File: src/rtl/mac_row_ctrl_if.sv
// Bus bundle between mac_row_ctrl, the local weight/activation SRAM and the MAC row.
// The busy_cnt signal exists only when MAC_ROW_CTRL_PERF_EN is defined.
interface mac_row_ctrl_if #(
    parameter int unsigned bw      = 4,
    parameter int unsigned addr_bw = 10,
    parameter int unsigned len_bw  = 8
);
    logic               start;
    logic               ready;
    logic [addr_bw-1:0] w_base;
    logic [addr_bw-1:0] x_base;
    logic [len_bw-1:0]  x_len;
    logic               mem_cen;
    logic [addr_bw-1:0] mem_addr;
    logic [bw-1:0]      mem_dout;
    logic [bw-1:0]      in_w;
    logic [1:0]         inst_w;
    logic               row_valid;
    logic               done;
    logic [len_bw-1:0]  out_cnt;
`ifdef MAC_ROW_CTRL_PERF_EN
    logic [31:0]        busy_cnt;
`endif

    // Controller side
    modport master (
        input  start, w_base, x_base, x_len, mem_dout, row_valid,
        output ready, mem_cen, mem_addr, in_w, inst_w, done, out_cnt
`ifdef MAC_ROW_CTRL_PERF_EN
        , output busy_cnt
`endif
    );

    // Job source / SRAM / row side
    modport slave (
        output start, w_base, x_base, x_len, mem_dout, row_valid,
        input  ready, mem_cen, mem_addr, in_w, inst_w, done, out_cnt
`ifdef MAC_ROW_CTRL_PERF_EN
        , input busy_cnt
`endif
    );
endinterface

File: src/rtl/mac_row_ctrl.sv
// MAC row sequencer: streams col weights (kernel load), then x_len activations (execute),
// waits for x_len row outputs and pulses done. MAC_ROW_CTRL_PERF_EN adds busy_cnt.
module mac_row_ctrl #(
    parameter int unsigned bw      = 4,
    parameter int unsigned col     = 8,
    parameter int unsigned addr_bw = 10,
    parameter int unsigned len_bw  = 8
) (
    input  logic           clk,
    input  logic           reset,
    mac_row_ctrl_if.master bus
);
    localparam int unsigned CNT_W = (col > 1) ? $clog2(col) : 1;

    typedef enum logic [2:0] {
        S_IDLE,
        S_LOAD,
        S_EXEC,
        S_DRAIN,
        S_DONE
    } state_t;

    state_t             r_state;
    logic               r_ready;
    logic               r_mem_cen;
    logic               r_done;
    logic [addr_bw-1:0] r_mem_addr;
    logic [addr_bw-1:0] r_x_base;
    logic [len_bw-1:0]  r_x_len;
    logic [len_bw-1:0]  r_j;
    logic [len_bw-1:0]  r_out_cnt;
    logic [CNT_W-1:0]   r_k;
    logic [1:0]         r_issue;
    logic [1:0]         r_inst;
    logic [bw-1:0]      w_in_w;
    logic               w_accept;
    logic               w_count;

    assign w_accept = bus.start & r_ready;
    assign w_count  = bus.row_valid
                    & ((r_state == S_EXEC) | (r_state == S_DRAIN))
                    & (r_out_cnt != r_x_len);
    assign w_in_w   = bus.mem_dout;

    // Sequencer FSM with registered SRAM/issue outputs
    always_ff @(posedge clk or negedge reset) begin
        if (!reset) begin
            r_state    <= S_IDLE;
            r_ready    <= 1'b1;
            r_mem_cen  <= 1'b1;
            r_done     <= 1'b0;
            r_mem_addr <= '0;
            r_x_base   <= '0;
            r_x_len    <= '0;
            r_j        <= '0;
            r_k        <= '0;
            r_issue    <= 2'b00;
        end else begin
            case (r_state)
                S_IDLE: begin
                    if (w_accept) begin
                        r_state    <= S_LOAD;
                        r_ready    <= 1'b0;
                        r_mem_cen  <= 1'b0;
                        r_mem_addr <= bus.w_base;
                        r_x_base   <= bus.x_base;
                        r_x_len    <= bus.x_len;
                        r_k        <= '0;
                        r_issue    <= 2'b01;
                    end
                end
                S_LOAD: begin
                    if (r_k == CNT_W'(col - 1)) begin
                        if (r_x_len != '0) begin
                            r_state    <= S_EXEC;
                            r_mem_addr <= r_x_base;
                            r_j        <= '0;
                            r_issue    <= 2'b10;
                        end else begin
                            r_state   <= S_DRAIN;
                            r_mem_cen <= 1'b1;
                            r_issue   <= 2'b00;
                        end
                    end else begin
                        r_k        <= r_k + CNT_W'(1);
                        r_mem_addr <= r_mem_addr + addr_bw'(1);
                    end
                end
                S_EXEC: begin
                    if (r_j == r_x_len - len_bw'(1)) begin
                        r_state   <= S_DRAIN;
                        r_mem_cen <= 1'b1;
                        r_issue   <= 2'b00;
                    end else begin
                        r_j        <= r_j + len_bw'(1);
                        r_mem_addr <= r_mem_addr + addr_bw'(1);
                    end
                end
                S_DRAIN: begin
                    // Issue stage feeding inst_w is empty and every expected output has arrived
                    if ((r_out_cnt == r_x_len) && (r_issue == 2'b00)) begin
                        r_state <= S_DONE;
                        r_done  <= 1'b1;
                    end
                end
                S_DONE: begin
                    r_state <= S_IDLE;
                    r_done  <= 1'b0;
                    r_ready <= 1'b1;
                end
                default: begin
                    r_state   <= S_IDLE;
                    r_ready   <= 1'b1;
                    r_mem_cen <= 1'b1;
                    r_done    <= 1'b0;
                    r_issue   <= 2'b00;
                end
            endcase
        end
    end

    // Aligns the instruction with the SRAM read data reaching the row
    always_ff @(posedge clk or negedge reset) begin
        if (!reset) r_inst <= 2'b00;
        else        r_inst <= r_issue;
    end

    // Saturating count of east-most valid cycles for the current job
    always_ff @(posedge clk or negedge reset) begin
        if (!reset)        r_out_cnt <= '0;
        else if (w_accept) r_out_cnt <= '0;
        else if (w_count)  r_out_cnt <= r_out_cnt + len_bw'(1);
    end

`ifdef MAC_ROW_CTRL_PERF_EN
    logic [31:0] r_busy_cnt;

    // Cycles spent in LOAD, EXEC or DRAIN for the current job
    always_ff @(posedge clk or negedge reset) begin
        if (!reset)
            r_busy_cnt <= '0;
        else if (w_accept)
            r_busy_cnt <= '0;
        else if ((r_state == S_LOAD) || (r_state == S_EXEC) || (r_state == S_DRAIN))
            r_busy_cnt <= r_busy_cnt + 32'd1;
    end

    assign bus.busy_cnt = r_busy_cnt;
`endif

    assign bus.ready    = r_ready;
    assign bus.mem_cen  = r_mem_cen;
    assign bus.mem_addr = r_mem_addr;
    assign bus.in_w     = w_in_w;
    assign bus.inst_w   = r_inst;
    assign bus.done     = r_done;
    assign bus.out_cnt  = r_out_cnt;
endmodule

File: src/flat_wrapper.sv
// flat-port wrapper written by rule: the top's interface ports become plain ports
module mac_row_ctrl_flat 
#(
    parameter int unsigned bw      = 4,
    parameter int unsigned col     = 8,
    parameter int unsigned addr_bw = 10,
    parameter int unsigned len_bw  = 8
)
  (clk, reset, bus_start, bus_w_base, bus_x_base, bus_x_len, bus_mem_dout, bus_row_valid, bus_ready, bus_mem_cen, bus_mem_addr, bus_in_w, bus_inst_w, bus_done, bus_out_cnt);
  mac_row_ctrl_if #(.bw(bw), .addr_bw(addr_bw), .len_bw(len_bw)) bus_i ();
  input  logic clk;
  input  logic reset;
  input wire logic [$bits(bus_i.start)-1:0] bus_start;
  input wire logic [$bits(bus_i.w_base)-1:0] bus_w_base;
  input wire logic [$bits(bus_i.x_base)-1:0] bus_x_base;
  input wire logic [$bits(bus_i.x_len)-1:0] bus_x_len;
  input wire logic [$bits(bus_i.mem_dout)-1:0] bus_mem_dout;
  input wire logic [$bits(bus_i.row_valid)-1:0] bus_row_valid;
  output wire logic [$bits(bus_i.ready)-1:0] bus_ready;
  output wire logic [$bits(bus_i.mem_cen)-1:0] bus_mem_cen;
  output wire logic [$bits(bus_i.mem_addr)-1:0] bus_mem_addr;
  output wire logic [$bits(bus_i.in_w)-1:0] bus_in_w;
  output wire logic [$bits(bus_i.inst_w)-1:0] bus_inst_w;
  output wire logic [$bits(bus_i.done)-1:0] bus_done;
  output wire logic [$bits(bus_i.out_cnt)-1:0] bus_out_cnt;
  assign bus_i.start = bus_start;
  assign bus_i.w_base = bus_w_base;
  assign bus_i.x_base = bus_x_base;
  assign bus_i.x_len = bus_x_len;
  assign bus_i.mem_dout = bus_mem_dout;
  assign bus_i.row_valid = bus_row_valid;
  assign bus_ready = bus_i.ready;
  assign bus_mem_cen = bus_i.mem_cen;
  assign bus_mem_addr = bus_i.mem_addr;
  assign bus_in_w = bus_i.in_w;
  assign bus_inst_w = bus_i.inst_w;
  assign bus_done = bus_i.done;
  assign bus_out_cnt = bus_i.out_cnt;
  mac_row_ctrl #(.bw(bw), .col(col), .addr_bw(addr_bw), .len_bw(len_bw)) u_core (.clk(clk), .reset(reset), .bus(bus_i));
endmodule
File: config.mk
export PLATFORM = sky130hd
export DESIGN_NAME = mac_row_ctrl_flat
export DESIGN_NICKNAME = d
export VERILOG_FILES = /design/src/rtl/mac_row_ctrl_if.sv /design/src/rtl/mac_row_ctrl.sv /design/src/flat_wrapper.sv
export SDC_FILE = /design/constraint.sdc
export NUM_CORES = 1
export LEC_CHECK = 0
export BUFFER_PORTS_ARGS = -buffer_cell sky130_fd_sc_hd__buf_4
export CAP_MARGIN = 20
export CELL_PAD_IN_SITES_DETAIL_PLACEMENT = 0
export CELL_PAD_IN_SITES_GLOBAL_PLACEMENT = 1
export CORE_ASPECT_RATIO = 1.4
export CORE_MARGIN = 2
export CORE_UTILIZATION = 38
export DETAILED_ROUTE_END_ITERATION = 6
export GPL_TIMING_DRIVEN = 0
export PLACE_DENSITY = 0.86
export SLEW_MARGIN = 20
export SYNTH_ARGS = -nofsm -noshare
export SYNTH_HDL_FRONTEND = slang
export SYNTH_SLANG_ARGS = --single-unit
File: constraint.sdc
create_clock -name clk -period 2.6 [get_ports clk]
set_input_delay 0.52 -clock clk [delete_from_list [all_inputs] [get_ports clk]]
set_output_delay 0.52 -clock clk [all_outputs]
set_load 0.02 [all_outputs]
### After elaboration in Yosys (flattened, before gate mapping)

Cells that the tools add are included.

* register bits after elaboration: 57
* input bits: 36
* output and inout port bits: 27
* word-level logic and storage cells: 94

* add/sub/neg operators: 5
* equality and inequality tests: 17
* muxes and demuxes: 33
* bitwise logic cells: 7
* reduce and logical (&&, ||, !) cells: 20

Operator list (number)
* $mux W10: 4
* $mux W8: 5
* $pmux W10 S3: 1
* $mux W3: 6
* $add A8 B1 Y8 const B: 2
* $eq A8 B8 Y1: 2
* $pmux W8 S2: 1
* $reduce_and A4 Y1: 4
* $pmux W3 S4: 1
* $add A10 B1 Y10 const B: 1
* $ne A2 B2 Y1 const B: 5
* $mux W2: 4
* $ne A8 B8 Y1: 1
* $pmux W2 S4: 1
* $reduce_bool A8 Y1: 1
* $sub A8 B1 Y8 const B: 1
* $eq A3 B2 Y1 const B: 2
* $eq A3 B3 Y1 const B: 2
* $mux W1: 6
* $ne A2 B1 Y1 const B: 3
* $pmux W3 S2: 1
* $reduce_and A2 Y1: 3
* $reduce_bool A2 Y1: 3
* $reduce_or A3 Y1: 2
* other kinds (15): 20

### Depth between registers and ports, before layout

Gate-level depths: netlist (run 1).

* depth after elaboration: 6
* mapped depth: 12
* depth with buffers taken out: 9

### Least setup slack after synthesis (run 1)

Ideal clock, no wire load.

* path kind: reg2reg
* from: register u_core.r_x_len[0]
* to: register u_core.r_j[0]
* arrival time: 2.321 ns
* required time: 2.475 ns
* path slack: 0.154 ns
* stages on the path, launching flop included: 12
* path buffers: 3
* clock period less this slack: 2.446 ns
* path through: dfrtp_1 buf_6 inv_1 ha_1 clkbuf_2 or4_1 mux2i_1 o21ai_1 a32o_2 o21a_4 buf_6 mux2_2

* cells in the longest elaborated chain, start to end: 4
* elaborated cells between the ends (all ways): 6
* those cells by class: add/sub (1); eq/ne (3); reduce/logical (2)

RTL lines
* start, declared: line mac_row_ctrl.sv:29 `logic [len_bw-1:0] r_x_len;`
* start signal, assigned: line mac_row_ctrl.sv:67 `r_x_len <= bus.x_len;`
* $sub A8 B1 Y8: line mac_row_ctrl.sv:90 `if (r_j == r_x_len - len_bw'(1)) begin`
* $eq A8 B8 Y1: line mac_row_ctrl.sv:90
* $ne A2 B2 Y1 (no line)
* $reduce_and A4 Y1 (no line) *
* end signal, assigned: line mac_row_ctrl.sv:95 `r_j <= r_j + len_bw'(1);`
* end, declared: line mac_row_ctrl.sv:30 `logic [len_bw-1:0] r_j;`

Every way passes the cells marked *; elsewhere a longest branch is shown, timed or not.
A chain may end at the register's enable or synchronous reset.

### Worst setup path after layout (run 1)

* from: register u_core.r_x_len[1]
* to: register u_core.r_j[0]

The elaborated chain is that of the path after synthesis.

==> reports/metrics.cfg, run 1 <==
[pwr]
p_sw_uw = 2330
p_clk_share_pct = 23.2
p_int_uw = 3280
p_per_area_nw_per_um2 = 1300
switching_share_pct = 41.5
p_total_uw = 5610
power_frac_comb_pct = 47.0
p_leak_uw = 0.00195
power_frac_seq_pct = 29.7
ir_worst_vdd_uv = 577

[global_routing]
grtUsageTotal_pct = 18.4
antenna_found_initial = 0
grt_pass1_wl_um = 13900
grt_overflow = 0
grt_pass1_vias = 2819
grt_max_degree = 58

[critical_path]
setup.worst_path.class = register to register
start_kind = register
crit_start = u_core.r_x_len[1]$_DFFE_PN0P_
worst-path-max-fanout = 10
crit_arrival_ns = 2.68
worstReg2RegStart = u_core.r_x_len[1]$_DFFE_PN0P_
critPathMaxStageDelay_ns = 0.47
crit_slowest_cell = or4_1
cp_cell_sequence = inv_1, ha_4, or4_1, mux2i_1, o21ai_1, a32o_2, o21a_4, buf_6, mux2_2
cp.required_ns = 2.81
cp-end-kind = register

[place]
io_buffers = 58
hpwl_um = 6030
routabilityCongestion = 0.861

[synthesis]
syn_nets = 388
synth.most_common_cell = dfrtp_1
synth_area_leaders = dfrtp_1 41%, mux2_2 5.4%, xor2_1 5.0%
ys_warn_count = 0
postSynthCellCount = 345
synth_edf_count = 0
synth_cell_type_count = 58
syn_avg_cell_area_um2 = 9.70
synth_async_sr_flop_share_pct = 100
synth.top_cells.by_count = 55 x dfrtp_1, 25 x nand3_1, 23 x nor2_1, 19 x a21oi_1, 19 x xor2_1
yosys.area.top_type = dfrtp_1
synth-main-ff-cell = dfrtp_1
synth_area_um2 = 3350
synth-seq-area-share_pct = 42.7
ys_seq_elements = 57
yosys.area.top_type_share_pct = 41.1

[clock_network]
clockBufferDepth = 2
cts_made_buffers = 9
clk_latency_ns = 0.33
ctsHoldBuffers = 0
clk_pin_slew_ns = 0.06
tritoncts = done
htreeDepth = 3
cts.root.buffer_cell = clkbuf_16
clock_sinks = 57

[routing]
ant_nets = 0
vias = 2923
drt_wl_total_um = 8590
routedWlPerCell_um = 16.3
drc_errors = 0
drtIter0Drc = 177
viasPerCell = 5.56
firstDrtPassIters = 4

[sta]
rsz0062_at_grt = false
setup-tns-final_ns = 0
finalCritPeriodShare_pct = 94.9
min_period_ns = 2.47
tightest_slew_ns = 0.821
slew_headroom_pct = 45.3
fmax_ghz = 0.405
fin_skew_ns = 0.00809
finalMaxSlewViolations = 0
finalHoldViolCount = 0
setup_viol = 0

[cells_and_area]
final_core_util_pct = 50.4
syn2layout_area_growth_pct = 28.9
drive_gt1_share_pct = 30.2
fin_nets = 459
diodes = 0

[die]
fp.dieH_um = 115
start_util_pct = 39.1
rows = 40
core_um2 = 8560
boundaryPins = 63
die-area_um2 = 9580
chipWidth_um = 83.3

[worst_hold_path]
holdCritPathClass = input port to async pin

[run_status]
outcome = finished, final reports clean

[flow_run]
cap_violations = 0

[cell families after synthesis]
group | Yosys count | synth area share, %
AND/OR/NAND/NOR | 128 | 20.5
AO/OA/AOI/OAI | 78 | 16.6
flip-flops | 57 | 42.7
buffers and inverters | 34 | 5.57
XOR/XNOR | 22 | 5.76
multiplexers | 19 | 6.28
adder cells (fa/ha/maj) | 7 | 2.62
[layer usage]
layer,GRT usage (%),vias to the layer above,wire (µm)
li1,-,1402,-
met1,21.8,1427,3540
met2,32.1,85,4530
met3,4.67,9,410
met4,7.10,0,110
met5,0,-,0
[worst paths after layout]
path	cells past startpoint	end	slack, ns
max	9	u_core.r_j[0]$_DFFE_PN0P_	0.13
min	1	u_core.bus.out_cnt[5]$_DFFE_PN0P_	0.24
max reg2reg	9	u_core.r_j[0]$_DFFE_PN0P_	0.13
min reg2reg	0	u_core.bus.inst_w[1]$_DFF_PN0_	0.42
max in group asynchronous	1	u_core.r_x_len[1]$_DFFE_PN0P_	1.85
min in group clk	3	u_core.r_x_len[6]$_DFFE_PN0P_	0.40
[sequential cells by signal (all words and copies together), names as in the netlist]
signal,count
u_core.bus.mem_addr,10
u_core.bus.inst_w,2
u_core.r_k,3
u_core.bus.done,1
u_core.r_x_base,10
u_core.r_x_len,8
u_core.r_issue,2
u_core.bus.ready,1
u_core.bus.out_cnt,8
u_core.r_state,3
u_core.r_j,8
u_core.bus.mem_cen,1
[cell usage in the layout (no fill, tap or decap), types with 3 or more instances in the layout]
cell type / count
nor3_2: 3
dfrtp_1: 54
xnor2_1: 3
nor3_1: 15
nand3b_1: 3
inv_1: 8
o211ai_1: 3
nand3_1: 25
xor2_1: 19
nand2_1: 18
a211o_1: 3
buf_6: 5
or3_1: 4
and3_1: 7
nand2b_1: 4
clkbuf_1: 11
a221o_1: 7
ha_1: 6
a21oi_1: 18
mux2_2: 16
buf_4: 65
mux2i_1: 3
nor4_1: 5
nor2_1: 23
a21o_1: 7
o21ai_0: 16
clkbuf_16: 9
nand4_1: 5
o21ai_1: 4
[critical path, delay by kind of cell (launching register included)]
| family | cells | cell delay [ns] |
|---|---|---|
| compound gates | 3 | 0.63 |
| simple gates | 1 | 0.47 |
| mux | 2 | 0.41 |
| flops | 1 | 0.37 |
| buf+inv | 2 | 0.24 |
| fa+ha+maj | 1 | 0.20 |
[power by group through the flow]
stage	sequential (µW)	clock [µW]	combinational (µW)
finish	1670	1300	2640
global route	1720	1370	2900
CTS	1680	1320	2550
detailed placement	1680	0	2510
global placement	1680	0	2450
floorplan	1740	0	1660
[through the flow]
stage          hold WS, ns  instance area [µm²]  cells  setup WS (ns)
6_report             0.243                 4310    526          0.133
5_1_grt              0.314                 4310    526         0.0107
4_1_cts              0.274                 4260    523         0.0143
3_5_place_dp         0.414                 3920    508         -0.137
3_3_place_gp         0.400                 3910    508        -0.0980
2_1_floorplan        0.224                 3350    345          0.154
[timing repair]
action                                  4_1_cts  5_1_grt
resized for setup                             4        8
setup buffers                                 0        3
endpoints found under the setup margin       18       21
pin swaps                                     1        2
[cell type report]
cell class | instances | area, µm²
inverter | 9 | 33.8
clock inverter | 7 | 101
multi-input combinational | 254 | 1790
sequential | 57 | 1430
fill | 810 | 4250
buffer | 24 | 148
timing repair buffer | 61 | 458
tap | 105 | 131
clock buffer | 9 | 225
Note: power is estimated with default switching activity, not from simulation.
==> run 2, diff against run 1 <==
--- a/config.mk
+++ b/config.mk
@@ -14,7 +14,7 @@
 export CORE_UTILIZATION = 38
 export DETAILED_ROUTE_END_ITERATION = 6
 export GPL_TIMING_DRIVEN = 0
-export PLACE_DENSITY = 0.86
+export PLACE_DENSITY = 0.76
 export SLEW_MARGIN = 20
 export SYNTH_ARGS = -nofsm -noshare
 export SYNTH_HDL_FRONTEND = slang
==> reports/metrics.cfg, run 2 (same netlist as run 1, synthesis figures left out) <==
[clock_network]
ctsHoldBuffers = 0
cts.root.buffer_cell = clkbuf_16
tritoncts = done
clk_latency_ns = 0.33
clk_pin_slew_ns = 0.05
clock_sinks = 57
cts_made_buffers = 9
clockBufferDepth = 2
htreeDepth = 3

[critical_path]
worst-path-max-fanout = 10
start_kind = register
crit_arrival_ns = 2.76
cp.required_ns = 2.85
cp-end-kind = register
setup.worst_path.class = register to register

[pwr]
power_frac_seq_pct = 29.9
p_leak_uw = 0.00196
p_int_uw = 3330
p_total_uw = 5630
power_frac_comb_pct = 47.4
ir_worst_vdd_uv = 575
switching_share_pct = 40.8
p_sw_uw = 2300
p_per_area_nw_per_um2 = 1300
p_clk_share_pct = 22.7

[global_routing]
grtUsageTotal_pct = 18.6
grt_pass1_wl_um = 14000
grt_max_degree = 58
antenna_found_initial = 0
grt_pass1_vias = 2889
grt_overflow = 0

[sta]
fmax_ghz = 0.399
worst_slack_ns = 0.0934
setup_viol = 0
finalHoldViolCount = 0
fin_skew_ns = 0.00875
min_period_ns = 2.51
finalMaxSlewViolations = 0
rsz0062_at_grt = true
finalCritPeriodShare_pct = 96.4
slew_headroom_pct = 42.3
tightest_slew_ns = 0.866

[run_status]
outcome = finished, final reports clean

[cells_and_area]
layout.cells.most_common_list = 65 x buf_4, 54 x dfrtp_1, 25 x nand3_1, 23 x nor2_1, 19 x xor2_1
diodes = 0
drive_gt1_share_pct = 28.9
syn2layout_area_growth_pct = 28.9
fin_nets = 460
final_common_cell = buf_4
fin_cells = 527

[flow_run]
cap_violations = 0

[routing]
drc_errors = 0
vias = 2894
viasPerCell = 5.49
ant_nets = 0
firstDrtPassIters = 4
drtIter0Drc = 117
drt_wl_total_um = 8610
routedWlPerCell_um = 16.3

[die]
start_util_pct = 39.1
core_um2 = 8560
fp.dieH_um = 115
boundaryPins = 63
rows = 40
die-area_um2 = 9580
chipWidth_um = 83.3

[place]
dp_slack_ns = -0.104
io_buffers = 58
dp_cells = 508
routabilityCongestion = 0.833
hpwl_um = 6050

[worst_hold_path]
holdCritPathClass = input port to async pin

==> run 2: layout make-up <==
cell class	count	area, µm²
flip-flops and latches	57	1430
clock buffers	12	246
fillers	821	4240
repair buffers	62	478
clock inverters	4	76.3
inverters	9	33.8
multi-input cells	254	1770
plain buffers	24	148
well taps	105	131
==> run 2: worst max-delay path: stages (launching register included) <==
cell and delay (ns):
dfrtp_1 0.33, buf_6 0.12, inv_1 0.08, ha_4 0.18, or4_1 0.48, mux2i_1 0.15
o21ai_1 0.08, a32o_2 0.29, buf_4 0.16, o21ai_4 0.14, buf_12 0.15, nand2_1 0.08
a21oi_1 0.16
==> run 2: metrics by stage <==
step / hold WS [ns] / instance area, µm² / setup TNS (ns) / utilization [%]
after floorplan: 0.224 / 3350 / 0 / -
after global placement: 0.402 / 3910 / -1.80 / 45.7
after detailed placement: 0.415 / 3920 / -1.16 / 45.8
after CTS: 0.288 / 4260 / 0 / 49.8
after global routing: 0.330 / 4310 / -0.257 / 50.4
final: 0.258 / 4310 / 0 / 50.4
==> run 2: power groups by stage <==
| stage | clock network, µW | logic [µW] | registers [µW] |
|---|---|---|---|
| final | 1280 | 2660 | 1680 |
| after global routing | 1350 | 2920 | 1740 |
| after CTS | 1310 | 2580 | 1690 |
| after detailed placement | 0 | 2530 | 1700 |
| after global placement | 0 | 2470 | 1690 |
| after floorplan | 0 | 1660 | 1740 |
==> run 2: final timing paths <==
kind,slack (ns),depth (start not counted),endpoint,start
min in group clk,0.40,3,u_core.r_x_len[6]$_DFFE_PN0P_,bus_x_len[6]
max in group asynchronous,1.81,1,u_core.r_x_len[1]$_DFFE_PN0P_,reset
worst max register to register,0.09,12,u_core.bus.mem_addr[0]$_DFFE_PN0P_,u_core.r_x_len[0]$_DFFE_PN0P_
worst max-delay path,0.09,12,u_core.bus.mem_addr[0]$_DFFE_PN0P_,u_core.r_x_len[0]$_DFFE_PN0P_
worst min register to register,0.42,0,u_core.bus.inst_w[0]$_DFF_PN0_,u_core.r_issue[0]$_DFFE_PN0P_
worst min-delay path,0.26,1,u_core.bus.out_cnt[3]$_DFFE_PN0P_,reset
==> run 2: layer usage <==
| layer | share of wire, % | up-vias | wire length [µm] | GRT usage [%] |
|---|---|---|---|---|
| met5 | 0 | - | 0 | 0 |
| met1 | 42 | 1403 | 3590 | 21.8 |
| met4 | 2.7 | 0 | 231 | 10.1 |
| met2 | 51 | 75 | 4400 | 32.3 |
| li1 | - | 1400 | - | - |
| met3 | 4.6 | 16 | 393 | 3.73 |
==> run 2: repair_timing <==
| item | CTS | global route |
|---|---|---|
| setup buffers | 1 | 3 |
| pin swaps | 1 | 3 |
| setup endpoints to repair | 16 | 16 |
| resized for setup | 4 | 3 |
==> run 3, diff against run 2 <==
--- a/config.mk
+++ b/config.mk
@@ -15,6 +15,7 @@
 export DETAILED_ROUTE_END_ITERATION = 6
 export GPL_TIMING_DRIVEN = 0
 export PLACE_DENSITY = 0.76
+export REMOVE_ABC_BUFFERS = 1
 export SLEW_MARGIN = 20
 export SYNTH_ARGS = -nofsm -noshare
 export SYNTH_HDL_FRONTEND = slang
==> reports/metrics.cfg, run 3 (same netlist as run 1, synthesis figures left out) <==
[sta]
slew_headroom_pct = 42.0
tightest_slew_ns = 0.870
min_period_ns = 2.43
fmax_ghz = 0.411
fin_skew_ns = 0.00692
finalHoldViolCount = 0
setup_viol = 0
finalCritPeriodShare_pct = 93.6
finalMaxSlewViolations = 0
hold_slack_ns = 0.249
rsz0062_at_grt = false
setup-tns-final_ns = 0

[clock_network]
htreeDepth = 3
clockBufferDepth = 2
tritoncts = done
ctsHoldBuffers = 0
cts.root.buffer_cell = clkbuf_16
clk_latency_ns = 0.33
cts_made_buffers = 9
clk_pin_slew_ns = 0.05
clock_sinks = 57

[global_routing]
grt_max_degree = 58
grtUsageTotal_pct = 18.2
grt_pass1_wl_um = 14000
antenna_found_initial = 0
grt_pass1_vias = 2894
grt_overflow = 0

[routing]
drt_wl_total_um = 8300
routedWlPerCell_um = 16.5
firstDrtPassIters = 5
ant_nets = 0
viasPerCell = 5.68
drtIter0Drc = 191
vias = 2849
drc_errors = 0

[cells_and_area]
final_common_cell = buf_4
syn2layout_area_growth_pct = 23.4
final_area_um2 = 4130
drive_gt1_share_pct = 28.0
layout.cells.most_common_list = 60 x buf_4, 53 x dfrtp_1, 25 x nand3_1, 22 x nor2_1, 19 x xor2_1
fin_nets = 435
n_fill_cell = 811
diodes = 0

[place]
placed_area_um2 = 3750
hpwl_um = 5680
routabilityCongestion = 0.807
io_buffers = 54

[critical_path]
crit_arrival_ns = 2.68
crit_slowest_cell = a21oi_1
cp-end-kind = register
cp_cell_sequence = ha_1, ha_1, nor2b_1, nand2b_1, a21oi_1, a222oi_1, a21oi_1
cp.required_ns = 2.85
worst-path-max-fanout = 9
start_kind = register
setup.worst_path.class = register to register
critical-path-top-delay-family = compound AO/OA/AOI/OAI gates
crit_buf_inv = 0
critPathMaxStageDelay_ns = 0.72

[worst_hold_path]
holdCritPathClass = input port to async pin

[die]
fp.dieH_um = 115
die-area_um2 = 9580
boundaryPins = 63
start_util_pct = 39.1
core_um2 = 8560
chipWidth_um = 83.3
rows = 40

[pwr]
p_leak_uw = 0.00186
p_per_area_nw_per_um2 = 1300
ir_worst_vdd_uv = 528
p_total_uw = 5370

[flow_run]
cap_violations = 0

[run_status]
outcome = finished, final reports clean

-- run 3: final timing paths --
check / startpoint / end / slack [ns] / cells past startpoint
worst min register to register: u_core.r_issue[0]$_DFFE_PN0P_ / u_core.bus.inst_w[0]$_DFF_PN0_ / 0.42 / 0
worst max-delay path: u_core.r_k[0]$_DFFE_PN0P_ / u_core.bus.mem_addr[1]$_DFFE_PN0P_ / 0.17 / 7
min in group clk: bus_x_len[6] / u_core.r_x_len[6]$_DFFE_PN0P_ / 0.40 / 3
worst max register to register: u_core.r_k[0]$_DFFE_PN0P_ / u_core.bus.mem_addr[1]$_DFFE_PN0P_ / 0.17 / 7
max in group asynchronous: reset / u_core.r_x_len[0]$_DFFE_PN0P_ / 1.83 / 1
worst min-delay path: reset / u_core.bus.out_cnt[4]$_DFFE_PN0P_ / 0.25 / 1
-- run 3: per-layer routing --
metal  track usage, %  share of wire (%)  vias up
met5                0                  0        -
met4             8.85                1.2        0
met3             4.24                5.5       11
met2             31.3                 51       87
met1             21.5                 42     1402
li1                 -                  -     1349
-- run 3: through the flow --
step           cells  worst slack (ns)  util (%)
2_1_floorplan    320             0.111         -
3_3_place_gp     479            -0.757      43.6
3_5_place_dp     481            -0.238      43.9
4_1_cts          498            0.0665      47.8
5_1_grt          502            0.0327      48.3
6_report         502             0.167      48.3
-- run 3: area by class of cell --
class / instances / area (µm²) / share of cell area (%)
inverter: 9 / 33.8 / 0.818
sequential: 57 / 1430 / 34.7
tap: 105 / 131 / 3.18
clock buffer: 11 / 243 / 5.88
timing repair buffer: 61 / 470 / 11.4
clock inverter: 5 / 55.1 / 1.33
multi-input combinational: 254 / 1770 / 42.7
-- run 3: what timing repair did --
action / in CTS / in global routing
resized for setup: 5 / 4
setup endpoints to repair: 19 / 20
endpoints found under the hold margin: 0 / 0
buffers inserted: 1 / 4
gates cloned: 0 / 0
pin swaps: 1 / 1
-- run 3: worst register-to-register path: cells and delay by family (launching register included) --
kind                     cells  cell delay [ns]
AO/OA/AOI/OAI                3             1.08
flip-flops                   1             0.39
adder cells (fa/ha/maj)      2             0.44
AND/OR/NAND/NOR              2             0.45
-- run 3: power by group --
part | internal [µW] | switching, µW | total [µW]
sequential | 1270 | 500 | 1770
combinational | 1080 | 1330 | 2410
clock | 764 | 428 | 1190
total | 3110 | 2250 | 5370
